<file path="config.mk">
export PLATFORM = sky130hd
export DESIGN_NAME = vedic_mult_seq
export DESIGN_NICKNAME = d
export VERILOG_FILES = /design/src/rtl/vedic_pkg.sv /design/src/rtl/vedic_column_adder.sv /design/src/rtl/vedic_mult_seq.sv
export SDC_FILE = /design/constraint.sdc
export NUM_CORES = 1
export LEC_CHECK = 0
export ABC_AREA = 1
export ABC_CLOCK_PERIOD_IN_PS = 6400
export CORE_MARGIN = 2
export CORE_UTILIZATION = 54
export DETAILED_ROUTE_END_ITERATION = 8
export GPL_TIMING_DRIVEN = 1
export PLACE_DENSITY = 0.8
export SLEW_MARGIN = 5
export SYNTH_ARGS = -nofsm -noshare
export SYNTH_HDL_FRONTEND = slang
export SYNTH_SLANG_ARGS = --single-unit
export TNS_END_PERCENT = 50
</file>
<file path="constraint.sdc">
create_clock -name clk -period 6.4 [get_ports clk]
set_input_delay 1.28 -clock clk [delete_from_list [all_inputs] [get_ports clk]]
set_output_delay 1.28 -clock clk [all_outputs]
set_load 0.05 [all_outputs]
</file>
<file path="src/rtl/vedic_pkg.sv">
// ----------------------------------------------------------------------------
// Module : vedic_pkg
// Brief  : Shared FSM state encoding and carry-width helper for vedic_mult_seq.
// Rev    : 1.0  initial release
// ----------------------------------------------------------------------------
`default_nettype none

package vedic_pkg;

  typedef logic [1:0] state_t;

  localparam state_t IDLE = 2'd0;
  localparam state_t CALC = 2'd1;
  localparam state_t DONE = 2'd2;

  // A column holds at most WIDTH partial products plus the incoming carry.
  function automatic int carry_width(input int w);
    return $clog2(w) + 2;
  endfunction

endpackage

`default_nettype wire

</file>
<file path="src/rtl/vedic_column_adder.sv">
// ----------------------------------------------------------------------------
// Module : vedic_column_adder
// Brief  : Sums one Urdhva column: all op1[i]&op2[j] with i+j=col, plus carry.
// Rev    : 1.0  initial release
// ----------------------------------------------------------------------------
`default_nettype none

module vedic_column_adder #(
  parameter int WIDTH = 16,
  parameter int CW    = 6
) (
  input  logic [$clog2(2*WIDTH)-1:0] col_i,
  input  logic [WIDTH-1:0]           a_i,
  input  logic [WIDTH-1:0]           b_i,
  input  logic [CW-1:0]              carry_i,
  output logic [CW:0]                sum_o
);

  logic [2*WIDTH-1:0] w_sh;

  // b shifted by i puts b[col-i] at bit col, with zeros where j is out of range.
  always_comb begin
    w_sh  = '0;
    sum_o = (CW+1)'(carry_i);
    for (int i = 0; i < WIDTH; i++) begin
      w_sh  = {{WIDTH{1'b0}}, b_i} << i;
      sum_o = sum_o + (CW+1)'(a_i[i] & w_sh[col_i]);
    end
  end

endmodule

`default_nettype wire

</file>
<file path="src/rtl/vedic_mult_seq.sv">
// ----------------------------------------------------------------------------
// Module : vedic_mult_seq
// Brief  : Sequential Urdhva-Tiryagbhyam multiplier, one product column per clock.
//          Optional macro VEDIC_MULT_SIGNED_EN adds op_signed (two's complement).
// Rev    : 1.0  initial release
// ----------------------------------------------------------------------------
`default_nettype none

module vedic_mult_seq
  import vedic_pkg::*;
#(
  parameter int WIDTH = 16
) (
  input  logic                 clk,
  input  logic                 rst,
  input  logic                 in_valid,
  output logic                 in_ready,
  input  logic [WIDTH-1:0]     op1,
  input  logic [WIDTH-1:0]     op2,
`ifdef VEDIC_MULT_SIGNED_EN
  input  logic                 op_signed,
`endif
  output logic                 out_valid,
  input  logic                 out_ready,
  output logic [2*WIDTH-1:0]   product,
  output logic                 busy
);

  localparam int PW = 2 * WIDTH;
  localparam int IW = $clog2(PW);
  localparam int CW = carry_width(WIDTH);
  localparam logic [IW-1:0] LAST_COL = IW'(PW - 2);

  state_t          state_q, state_d;
  logic [IW-1:0]   col_q, col_d;
  logic [CW-1:0]   carry_q, carry_d;
  logic [PW-1:0]   prod_q, prod_d;
  logic [WIDTH-1:0] a_q, a_d, b_q, b_d;
  logic [WIDTH-1:0] a_mag, b_mag;
  logic [CW:0]     sum;

`ifdef VEDIC_MULT_SIGNED_EN
  logic sign_q, sign_d;
  assign a_mag = (op_signed && op1[WIDTH-1]) ? -op1 : op1;
  assign b_mag = (op_signed && op2[WIDTH-1]) ? -op2 : op2;
`else
  assign a_mag = op1;
  assign b_mag = op2;
`endif

  vedic_column_adder #(
    .WIDTH (WIDTH),
    .CW    (CW)
  ) u_col (
    .col_i   (col_q),
    .a_i     (a_q),
    .b_i     (b_q),
    .carry_i (carry_q),
    .sum_o   (sum)
  );

  always_comb begin
    state_d = state_q;
    col_d   = col_q;
    carry_d = carry_q;
    prod_d  = prod_q;
    a_d     = a_q;
    b_d     = b_q;
`ifdef VEDIC_MULT_SIGNED_EN
    sign_d  = sign_q;
`endif
    case (state_q)
      IDLE: begin
        if (in_valid) begin
          a_d     = a_mag;
          b_d     = b_mag;
          col_d   = '0;
          carry_d = '0;
          prod_d  = '0;
`ifdef VEDIC_MULT_SIGNED_EN
          sign_d  = op_signed & (op1[WIDTH-1] ^ op2[WIDTH-1]);
`endif
          state_d = CALC;
        end
      end
      CALC: begin
        prod_d[col_q] = sum[0];
        carry_d       = sum[CW:1];
        if (col_q == LAST_COL) begin
          // Top product bit is the LSB of the final carry.
          prod_d[PW-1] = sum[1];
`ifdef VEDIC_MULT_SIGNED_EN
          if (sign_q) prod_d = -prod_d;
`endif
          state_d = DONE;
        end else begin
          col_d = col_q + 1'b1;
        end
      end
      DONE: begin
        if (out_ready) state_d = IDLE;
      end
      default: state_d = IDLE;
    endcase
  end

  always_ff @(posedge clk) begin
    if (rst) begin
      state_q <= IDLE;
      col_q   <= '0;
      carry_q <= '0;
      prod_q  <= '0;
      a_q     <= '0;
      b_q     <= '0;
`ifdef VEDIC_MULT_SIGNED_EN
      sign_q  <= 1'b0;
`endif
    end else begin
      state_q <= state_d;
      col_q   <= col_d;
      carry_q <= carry_d;
      prod_q  <= prod_d;
      a_q     <= a_d;
      b_q     <= b_d;
`ifdef VEDIC_MULT_SIGNED_EN
      sign_q  <= sign_d;
`endif
    end
  end

  assign in_ready  = (state_q == IDLE);
  assign out_valid = (state_q == DONE);
  assign busy      = (state_q != IDLE);
  assign product   = prod_q;

endmodule

`default_nettype wire

</file>
==> results of run 1 <==
routing by layer:
layer  track usage  part of all wire  wire, µm
met4        0.0930             0.017       209
met5             0                 0         0
met1         0.387              0.45      5370
met3        0.0457             0.057       683
met2         0.496              0.48      5750
per-stage QoR:
| stage | std cells | worst slack [ps] | hold slack, ps | power [mW] |
|---|---|---|---|---|
| finish | 804 | 1080 | 467 | 1.07 |
| global route | 804 | 783 | 497 | 1.12 |
| CTS | 804 | 1190 | 473 | 1.07 |
| detailed placement | 788 | 1240 | 461 | 0.726 |
| global placement | 788 | 1310 | 451 | 0.722 |
| floorplan | 640 | 1780 | 445 | 0.661 |
worst max-delay path, cell delays in order, from the launching register on:
cell and delay (ps):
dfxtp_1 470, inv_2 360, nand2_1 120, nand3_1 90
nand2_1 80, o21ai_0 410, nand2_1 90, nand3_1 80
nand2_1 70, fa_1 480, inv_1 50, fa_1 490
inv_1 50, fa_1 460, fa_1 510, fa_1 480
fa_1 390, inv_1 100, nand3_1 70, nand2_1 80
a21oi_1 70, o21ai_0 80, a21oi_1 90
final timing paths:
kind	from	to	slack (ps)	cells past startpoint
worst min-delay path	product[30]$_SDFFE_PP0P_	product[30]$_SDFFE_PP0P_	470	2
worst max register to register	col_q[0]$_SDFFE_PP0P_	carry_q[3]$_SDFFE_PP0P_	1080	22
worst min register to register	product[30]$_SDFFE_PP0P_	product[30]$_SDFFE_PP0P_	470	2
worst max-delay path	col_q[0]$_SDFFE_PP0P_	carry_q[3]$_SDFFE_PP0P_	1080	22
flip-flops by register name, indices dropped and copies added, names as in the netlist:
name / flops
state_q: 2
a_q: 16
b_q: 16
col_q: 5
carry_q: 6
product: 32
cells in the mapped netlist:
cell type and instances:
nor2_1 101, xor2_1 1, o22ai_1 2, inv_2 5
buf_2 9, fa_1 12, o21ai_0 45, clkbuf_1 17
buf_4 6, inv_1 40, buf_1 1, nand3_1 76
o211a_1 1, dfxtp_1 77, nor3_1 2, nand2_2 6
o211ai_1 1, a21oi_1 49, inv_4 1, ha_1 12
clkinv_1 1, a21boi_1 1, nand2_1 130, a21boi_0 2
nor2_2 5, nand3b_1 2, or2_2 1, nand2_4 2
a211oi_1 30, o21ai_1 2
power groups by stage:
stage	registers, mW	logic, mW	clock network [mW]
6_report	0.525	0.193	0.350
5_1_grt	0.527	0.214	0.377
4_1_cts	0.524	0.192	0.354
3_5_place_dp	0.535	0.191	0
3_3_place_gp	0.535	0.187	0
2_1_floorplan	0.530	0.131	0
layout make-up:
| cell class | count | area [µm²] |
|---|---|---|
| timing repair buffer | 79 | 768 |
| tap | 102 | 128 |
| inverter | 47 | 179 |
| sequential | 77 | 1540 |
| clock buffer | 11 | 151 |
| clock inverter | 5 | 33.8 |
| multi-input combinational | 483 | 2530 |
| fill | 713 | 2480 |
cell families after synthesis:
family	Yosys count
AO/OA/AOI/OAI	133
buffers and inverters	80
flip-flops	77
adder cells (fa/ha/maj)	24
XOR/XNOR	1
AND/OR/NAND/NOR	325
==> reports/results.md, run 1 <==
| Result | Value |
|---|---|
| Number of nets in the synthesized netlist | 700 |
| Total leakage power | 2.23 nW |
| Slew at the pin closest to its max-slew limit | 1080 ps |
| Mux contribution to synthesized area | 0 |
| Number of max-cap violations | 0 |
| # hold bufs at CTS | 0 |
| Initial core utilization | 0.564 |
| Proportion of total power due to net switching | 0.316 |
| Final weighted congestion of routability-driven global placement | 0.981 |
| Number of buffers created by CTS | 9 |
| Total GRT Usage | 0.294 |
| Leading area contributor after synthesis | dfxtp_1 |
| Setup_tns | 0 ps |
| Post-synth cell types | 30 |
| Yosys reg bits | 77 |
| Share of the core filled with cells in the final layout | 0.683 |
| Unrepaired setup endpoints after global routing | false |
| Post-synthesis share of cell area spent on full adders, half adders and majority gates | 0.0886 |
| Area growth syn-to-layout | 21.0% |
| Fraction of final layout cells sized beyond drive strength 1 | 0.0641 |
| Num Clock Sinks | 77 |
| Clock network fraction of total power | 0.328 |
| Switching power summed over all nets | 0.337 mW |
| Finish-stage setup viols | 0 |
| Worst Path Required | 6630 ps |
| Area fraction of the dominant cell type after synthesis | 0.350 |
| Path type of the worst min-delay path | flip-flop to flip-flop |
| Combinational power share | 0.181 |
| Die area | 8900 µm² |
| Clock slew seen by the registers of the worst setup and hold paths | 90 ps |
| Share of power burned in registers | 0.491 |
| Cell area after layout | 5330 µm² |
| Leftover overflow at the end of global routing | 0 |
| DRC violation count after routing | 0 |
| Post-synthesis share of cell area spent on xor and xnor gates | 0.00199 |
| Biggest area contributors in the synthesized netlist | dfxtp_1, nand2_1, nand3_1 |
| Via count of the routed design | 4491 |
| Total number of H-tree levels | 3 |
| Area inside the core boundary | 7810 µm² |
| Die height | 94.3 µm |
| Library cell used as clock root buffer | clkbuf_8 |
| Largest voltage drop on the vdd net | 0.132 mV |
| Wirelength per Cell | 14.9 µm |
| Warnings, synthesis | 0 |
| Number of design-rule violations left by the first detailed-router iteration | 351 |
| Std cell rows | 32 |
| Critical path arrival | 5560 ps |
| Gates resized, CTS repair | 0 |
| DP Wirelength | 8.74 mm |
| Run status | finished clean |
| Remaining antenna violation count after routing | 0 |
| Post-route clock skew | 12.4 ps |
| Via/cell ratio | 5.59 |
| Final hold violation count | 0 |
| Post-synthesis instance area | 4410 µm² |
| Count of buffers added by post-CTS timing repair for setup | 0 |
| Share of the synthesized area in compound gates (AO/OA/AOI/OAI) | 0.172 |
| Nature of the critical path endpoint | flip-flop |
| Post-layout minimum cycle time | 5320 ps |
| Internal Dissipation | 0.730 mW |
| Final critical-path share of the clock period | 0.832 |
| Most common cell after layout, fill and taps aside | nand2_1 |
| Dominant combinational cell family by area after synthesis | simple AND/OR/NAND/NOR gates |
| Critical path type | flip-flop to flip-flop |
| Most frequent cells in the layout | nand2_1, nor2_1, dfxtp_1, nand3_1, clkdlybuf4s50_1 |
| Overall die width | 94.3 µm |
| Worst rel slew slack | 0.282 |
| Area after DPL | 5140 µm² |
| Buffers on Ports | 70 |
| Max Fclk | 0.188 GHz |
| Antenna violations before repair | 0 |
| Worst-skew pair later-pin latency | 360 ps |
| Total power per unit cell area | 200 nW/µm² |
| Post-synthesis instance total | 640 |
| Global-route wire length before repair | 20.5 mm |
| Number of nets in the final layout | 757 |
| Area fraction in and, or, nand and nor cells after synthesis | 0.311 |
| Average instance area after synthesis | 6.88 µm² |
| I/O Pins | 71 |
| Final max-slew violation count | 0 |
| Antenna cells | 0 |
| Largest fanout on the critical path | 20 |
| Via count of the first global-routing pass | 4199 |
| Number of buffers on the longest clock path | 2 |
| CTS tree | built |
| Crit start category | flip-flop |
| Detailed Route WL | 12.0 mm |
| Maximum number of pins on one net before global-route repair | 66 |
| Sequential element share of the synthesized area | 0.350 |
| Detailed-router iteration count before antenna repair | 5 |
(Power assumes the default switching activity.)
==> run 2, diff against run 1 <==
ABC_CLOCK_PERIOD_IN_PS = 4390   (was 6400)
CORE_UTILIZATION = 49   (was 54)
PLACE_DENSITY = 0.77   (was 0.8)
clock period = 4.39 ns   (was 6.4 ns; I/O delays follow)
==> run 2 against run 1 <==
  * Highest routed layer unchanged
  * Routed wire length increased by 14%
  * Setup slack lost 1200 ps
  * Utilization increased by 4.1 points
  * Clock skew increased by 5.3 ps
  * The flow now finishes with violations (negative setup slack)
==> reports/results.md, run 2 (synthesis gave the netlist of run 1 again) <==
| Result | Value | Delta |
|---|---|---|
| Critical path type | flip-flop to flip-flop |  |
| CTS tree | built |  |
| Antenna cells | 0 | unchanged |
| Final max-slew violation count | 0 | unchanged |
| Leftover overflow at the end of global routing | 0 | unchanged |
| Total of fill cells in the finished design | 686 | -3.8% |
| Critical path's slowest cell | fa_2 |  |
| Violations in the final reports | negative setup slack |  |
| I/O Pins | 71 | unchanged |
| Worst-skew pair later-pin latency | 370 ps | about the same |
| Total number of H-tree levels | 3 | unchanged |
| Fraction of final layout cells sized beyond drive strength 1 | 0.248 | +0.184 |
| Number of max-cap violations | 0 | unchanged |
| Die height | 98.8 µm | +4.8% |
| Num Clock Sinks | 77 | unchanged |
| Number of buffers created by CTS | 9 | unchanged |
| Worst Path Required | 4640 ps | -1990 ps |
| Area growth syn-to-layout | 43.1% |  |
| Hold EP | product[30]$_SDFFE_PP0P_ |  |
| Post-route clock skew | 17.7 ps | +5.33 ps |
| Largest voltage drop on the vdd net | 0.199 mV | +50% |
| Library cell used as clock root buffer | clkbuf_8 |  |
| Wirelength per Cell | 15.7 µm | +4.9% |
| Critical path arrival | 4760 ps | -800 ps |
| Most common cell after layout, fill and taps aside | nor2_1 |  |
| Non-filler cells in the finished layout | 871 | +8.3% |
| Total GRT Usage | 0.282 | -0.0116 |
| Placed cells | 831 | +5.5% |
| Nature of the critical path endpoint | flip-flop |  |
| Final hold violation count | 0 | unchanged |
| Via count of the routed design | 4822 | +7.4% |
| DRC violation count after routing | 0 | unchanged |
| Post-layout minimum cycle time | 4510 ps | -812 ps |
| Largest stage delay, worst path | 560 ps | +50 ps |
| Cell family with most CP delay | adder cells |  |
| Finish-stage setup viols | 4 | +4 |
| Remaining antenna violation count after routing | 0 | unchanged |
| End of the worst register-to-register path | product[31]$_SDFFE_PP0P_ |  |
| Clock slew seen by the registers of the worst setup and hold paths | 90 ps | about the same |
| Most frequent cells in the layout | nor2_1, nand2_1, dfxtp_1, clkdlybuf4s50_1, buf_4 |  |
| Register-to-Register Path Depth | 20 | -9.1% |
| Slew at the pin closest to its max-slew limit | 998 ps | -79.6 ps |
| Std cell rows | 34 | +6.3% |
| Number of design-rule violations left by the first detailed-router iteration | 436 | +24% |
| Max Fclk | 0.222 GHz | +18% |
| Area inside the core boundary | 8720 µm² | +12% |
| # hold bufs at CTS | 0 | unchanged |
| Buffers on Ports | 70 | unchanged |
| Flip-flop count of the largest register, all copies and words added | 32 | unchanged |
| Pre-CTS setup slack | -263 ps | -1500 ps |
| Worst reg2reg startpoint | col_q[0]$_SDFFE_PP0P_ |  |
| Detailed Route WL | 13.7 mm | +14% |
| Die area | 9770 µm² | +9.8% |
| Number of buffers on the longest clock path | 2 | unchanged |
| Total power per unit cell area | 287 nW/µm² | +43% |
| Critical-path cell list | buf_6 > buf_6 > nand2_4 > nand2_2 > nand2_2 > inv_2 > nand2_2 > nand3_2 > nand2_2 > fa_1 > inv_2 > fa_1 > inv_1 > fa_1 > fa_1 > fa_2 > fa_2 > nor2_4 > o21ai_2 > a21oi_1 |  |
| Maximum number of pins on one net before global-route repair | 58 | -12% |
| Final critical-path share of the clock period | 1.03 | +0.196 |
| Run status | finished, violations left |  |
| Worst setup slack after layout | -123 ps | -1200 ps |
| Cells on Worst Hold Path | 2 | unchanged |
| Area after DPL | 5510 µm² | +7.1% |
| Final weighted congestion of routability-driven global placement | 0.930 | -5.2% |
| Overall die width | 98.8 µm | +4.8% |
| Largest fanout on the critical path | 6 | -70% |
| Via/cell ratio | 5.54 | -0.89% |
| Number of nets in the final layout | 818 | +8.1% |
| Antenna violations before repair | 0 | unchanged |
| Detailed-router iteration count before antenna repair | 5 | unchanged |
| Number of buffers and inverters on the critical path | 5 | +1 |
| Register-to-register path setup slack | -120 ps | -1200 ps |
| Worst rel slew slack | 0.334 | +0.0523 |
| Path type of the worst min-delay path | flip-flop to flip-flop |  |
| Hold Crit Start | product[30]$_SDFFE_PP0P_ |  |
| Cell area after layout | 6310 µm² | +18% |
| Initial core utilization | 0.505 | -0.0591 |
| DP Wirelength | 9.26 mm | +6.0% |
| Global-route wire length before repair | 22.3 mm | +9.0% |
| Crit start category | flip-flop |  |
| Via count of the first global-routing pass | 4750 | +13% |
| Unrepaired setup endpoints after global routing | true |  |
| Total leakage power | 2.73 nW | +23% |
-- run 2: changes by cell type in the layout (fill, tap and decap cells not counted), moves of 8 or more --
cell     delta
buf_4      +46
nand2_1    -31
nand2_2    +27
nand3_1    -28
nand3_2    +28
o21ai_0     -8
-- run 2: final cells by class --
| type | count | area, µm² | area share |
|---|---|---|---|
| clock buffers | 9 | 124 | 0.0196 |
| flip-flops and latches | 77 | 1550 | 0.246 |
| well taps | 108 | 135 | 0.0214 |
| multi-input cells | 483 | 2850 | 0.452 |
| repair buffers | 139 | 1340 | 0.212 |
| inverters | 47 | 201 | 0.0319 |
| clock inverters | 7 | 105 | 0.0167 |
| repair inverters | 1 | 6.26 | 0.000992 |
-- run 2: report_power, final --
part / total (mW) / switching (mW) / internal [mW]
Combinational: 0.408 / 0.234 / 0.173
Sequential: 0.771 / 0.0365 / 0.734
Clock: 0.631 / 0.302 / 0.329
-- run 2: worst register-to-register path: stages (launching register included) --
cell and delay (ps):
dfxtp_4 450, buf_6 150, buf_6 100, nand2_4 40, nand2_2 80, nand2_2 70, inv_2 80, nand2_2 60
nand3_2 90, nand2_2 60, fa_1 540, inv_2 40, fa_1 500, inv_1 50, fa_1 490, fa_1 430
fa_2 360, fa_2 560, nor2_4 40, o21ai_2 130, a21oi_1 70
-- run 2: through the flow --
step / power [mW] / TNS, ps / hold WS, ps / utilization
global route: 1.88 / -3530 / 494 / 0.723
floorplan: 0.965 / 0 / 445 / -
detailed placement: 1.09 / -936 / 464 / 0.632
CTS: 1.77 / -205 / 478 / 0.695
finish: 1.81 / -361 / 474 / 0.723
global placement: 1.09 / -669 / 452 / 0.632
-- run 2: per-layer routing --
| metal | vias to the layer above | track usage | share of wire |
|---|---|---|---|
| li1 | 2355 | - | - |
| met1 | 2258 | 0.362 | 0.43 |
| met2 | 171 | 0.469 | 0.48 |
| met3 | 38 | 0.0511 | 0.059 |
| met4 | 0 | 0.119 | 0.032 |
| met5 | - | 0 | 0 |
-- run 2: how the worst max path moves through the flow --
stage | start | to | slack (ps) | cells after the start
after floorplan | col_q[1]$_SDFFE_PP0P_ | carry_q[3]$_SDFFE_PP0P_ | 50 | 22
after global placement | col_q[0]$_SDFFE_PP0P_ | carry_q[3]$_SDFFE_PP0P_ | -210 | 18
after detailed placement | col_q[0]$_SDFFE_PP0P_ | carry_q[3]$_SDFFE_PP0P_ | -260 | 22
after CTS | col_q[0]$_SDFFE_PP0P_ | product[31]$_SDFFE_PP0P_ | -80 | 18
after global routing | col_q[0]$_SDFFE_PP0P_ | carry_q[3]$_SDFFE_PP0P_ | -320 | 22
final | col_q[0]$_SDFFE_PP0P_ | product[31]$_SDFFE_PP0P_ | -120 | 20
-- run 2: what timing repair did --
| item | 4_1_cts | 5_1_grt |
|---|---|---|
| endpoints found under the setup margin | 7 | 38 |
| buffers inserted | 21 | 2 |
| gates cloned | 1 | 2 |
| pin swaps | 16 | 19 |
| gates resized for setup | 54 | 55 |
==> run 3, diff against run 2 <==
CORE_ASPECT_RATIO = 1.4   (was not set)
==> run 3 against run 2 <==
  * The run still ends with negative setup slack left
  * Routed wire length shrank 3.0%
  * Clock power grew 31%
  * Global-route usage shrank 0.80 points
  * Hold slack lost 8.3 ps
  * Flip-flop and latch count is the same
  * Combinational power shrank 5.6%
  * First-iteration DRC count shrank 34%
  * Utilization grew 0.41 points
  * Register-to-register slack lost 50 ps
==> reports/results.md, run 3 (synthesis gave the netlist of run 1 again) <==
| Result | Value | Delta |
|---|---|---|
| Maximum number of pins on one net before global-route repair | 55 | -5.2% |
| Path type of the worst min-delay path | flip-flop to flip-flop |  |
| Cell area after layout | 6300 µm² | -0.16% |
| Number of nets in the final layout | 808 | -1.2% |
| Fraction of final layout cells sized beyond drive strength 1 | 0.235 | -0.0126 |
| Number of buffers created by CTS | 9 | unchanged |
| Slew at the pin closest to its max-slew limit | 914 ps | -83.6 ps |
| Die area | 9780 µm² | +0.11% |
| Number of design-rule violations left by the first detailed-router iteration | 286 | -34% |
| Total of fill cells in the finished design | 688 | +0.29% |
| Total leakage power | 2.74 nW | about the same |
| Share of the core filled with cells in the final layout | 0.727 | +0.00407 |
| Finish-stage setup viols | 7 | +3 |
| Number of max-cap violations | 0 | unchanged |
| Violations in the final reports | negative setup slack |  |
| Final max-slew violation count | 0 | unchanged |
| Crit start category | flip-flop |  |
| Worst setup slack after layout | -172 ps | -49.1 ps |
| Total GRT Usage | 0.275 | -0.00796 |
| Library cell used as clock root buffer | clkbuf_16 |  |
| Final weighted congestion of routability-driven global placement | 0.955 | +2.7% |
| Area after DPL | 5470 µm² | -0.66% |
| Final critical-path share of the clock period | 1.04 | +0.0112 |
| Antenna violations before repair | 0 | unchanged |
| Run status | finished, violations left |  |
| Unrepaired setup endpoints after global routing | true |  |
| Area growth syn-to-layout | 42.9% |  |
| Worst reg2reg startpoint | col_q[0]$_SDFFE_PP0P_ |  |
| Max Fclk | 0.219 GHz | -1.1% |
| Number of buffers on the longest clock path | 2 | unchanged |
| DP Wirelength | 9.06 mm | -2.2% |
| Largest voltage drop on the vdd net | 0.238 mV | +20% |
| Global-route wire length before repair | 21.8 mm | -2.1% |
| Via/cell ratio | 5.57 | +0.53% |
| Wirelength per Cell | 15.4 µm | -1.5% |
| Total power per unit cell area | 315 nW/µm² | +9.7% |
| Via count of the first global-routing pass | 4604 | -3.1% |
| Total number of H-tree levels | 3 | unchanged |
| Final hold violation count | 0 | unchanged |
| Std cell rows | 40 | +18% |
| Buffers on Ports | 70 | unchanged |
| Flip-flop count of the largest register, all copies and words added | 32 | unchanged |
| Critical Path Sink | carry_q[1]$_SDFFE_PP0P_ |  |
| DRC violation count after routing | 0 | unchanged |
| Detailed-router iteration count before antenna repair | 5 | unchanged |
| Clock slew seen by the registers of the worst setup and hold paths | 60 ps | -30 ps |
| Post-route clock skew | 6.44 ps | -11.3 ps |
| Remaining antenna violation count after routing | 0 | unchanged |
| Post-layout minimum cycle time | 4560 ps | +49.1 ps |
| I/O Pins | 71 | unchanged |
| Worst rel slew slack | 0.391 | +0.0565 |
| # hold bufs at CTS | 0 | unchanged |
| Worst Path Required | 4600 ps | -40 ps |
| Via count of the routed design | 4775 | -0.97% |
| Pre-CTS setup slack | -292 ps | -29.3 ps |
| Placed cells | 827 | -0.48% |
| Critical path arrival | 4770 ps | about the same |
| Nature of the critical path endpoint | flip-flop |  |
| Overall die width | 84.1 µm | -15% |
| Area inside the core boundary | 8660 µm² | -0.72% |
| Leftover overflow at the end of global routing | 0 | unchanged |
| Detailed Route WL | 13.3 mm | -3.0% |
| Setup_tns | -740 ps | -380 ps |
| Design Power | 1.98 mW | +9.5% |
| Register-to-Register Path Depth | 26 | +30% |
| Most frequent cells in the layout | nor2_1, nand2_1, dfxtp_1, clkdlybuf4s50_1, buf_4 |  |
| Initial core utilization | 0.509 | +0.00365 |
| Launching element of the worst setup path | col_q[0]$_SDFFE_PP0P_ |  |
| Worst hold slack across all endpoints | 466 ps | -8.32 ps |
| Non-filler cells in the finished layout | 858 | -1.5% |
| Antenna cells | 0 | unchanged |
| Most common cell after layout, fill and taps aside | nor2_1 |  |
| Die height | 116 µm | +18% |
| Worst-skew pair later-pin latency | 340 ps | -30 ps |
| End of the worst register-to-register path | carry_q[1]$_SDFFE_PP0P_ |  |
| Register-to-register path setup slack | -170 ps | -50 ps |
| Critical path type | flip-flop to flip-flop |  |
| Num Clock Sinks | 77 | unchanged |
| CTS tree | built |  |
| Largest fanout on the critical path | 7 | +1 |
==> run 3: cell count changes in the layout (fill, tap and decap cells not counted), sizes merged <==
cell / previous run / this run
buf: 68 / 60
inv: 50 / 47
clkinvlp: 1 / 2
==> run 3: timing repair <==
action / 4_1_cts / 5_1_grt
setup buffers: 9 / 5
cloned: 1 / 0
endpoints found under the setup margin: 34 / 38
pin swaps: 17 / 23
resized for setup: 68 / 45
==> run 3: layout make-up <==
cell class	instances	area (µm²)	share of cell area
sequential	77	1550	0.246
inverter	47	196	0.0312
multi-input combinational	483	2860	0.453
clock inverter	6	92.6	0.0147
timing repair buffer	130	1230	0.196
tap	105	131	0.0209
clock buffer	10	239	0.0380
==> run 3: how the worst min path moves through the flow <==
stage                                         from                  endpoint  slack, ps  depth (start not counted)
after floorplan            carry_q[5]$_SDFFE_PP0P_   carry_q[5]$_SDFFE_PP0P_        450                          2
after global placement    product[30]$_SDFFE_PP0P_  product[30]$_SDFFE_PP0P_        450                          2
after detailed placement   carry_q[5]$_SDFFE_PP0P_   carry_q[5]$_SDFFE_PP0P_        460                          2
after CTS                  carry_q[5]$_SDFFE_PP0P_   carry_q[5]$_SDFFE_PP0P_        470                          2
after global routing      product[30]$_SDFFE_PP0P_  product[30]$_SDFFE_PP0P_        490                          2
final                      carry_q[5]$_SDFFE_PP0P_   carry_q[5]$_SDFFE_PP0P_        470                          2
==> run 3: worst max-delay path, stage by stage, from the launching register on <==
cell,delay [ps]
dfxtp_4,420
buf_12,160
buf_6,120
nand2_4,60
nand3_2,80
nand2_2,70
buf_4,140
buf_4,120
buf_4,120
buf_4,120
buf_4,120
buf_4,120
buf_4,120
o21ai_0,290
nand2_1,90
nand3_1,80
nand2_1,70
fa_1,520
fa_1,430
fa_2,370
fa_2,340
inv_2,90
buf_6,100
buf_6,80
a21oi_1,50
o21ai_1,80
a21oi_1,80
==> run 3: report_power, final <==
group | total (mW) | switching [mW] | leakage [nW] | internal (mW)
Clock | 0.825 | 0.308 | 0.156 | 0.517
Combinational | 0.385 | 0.230 | 1.95 | 0.155
Sequential | 0.771 | 0.0356 | 0.630 | 0.735
==> run 3: routing by layer <==
layer / wire (µm) / vias up / track usage
met5: 0 / - / 0
met2: 6710 / 140 / 0.488
met4: 303 / 0 / 0.0935
met3: 606 / 24 / 0.0452
met1: 5630 / 2275 / 0.338
li1: - / 2336 / -
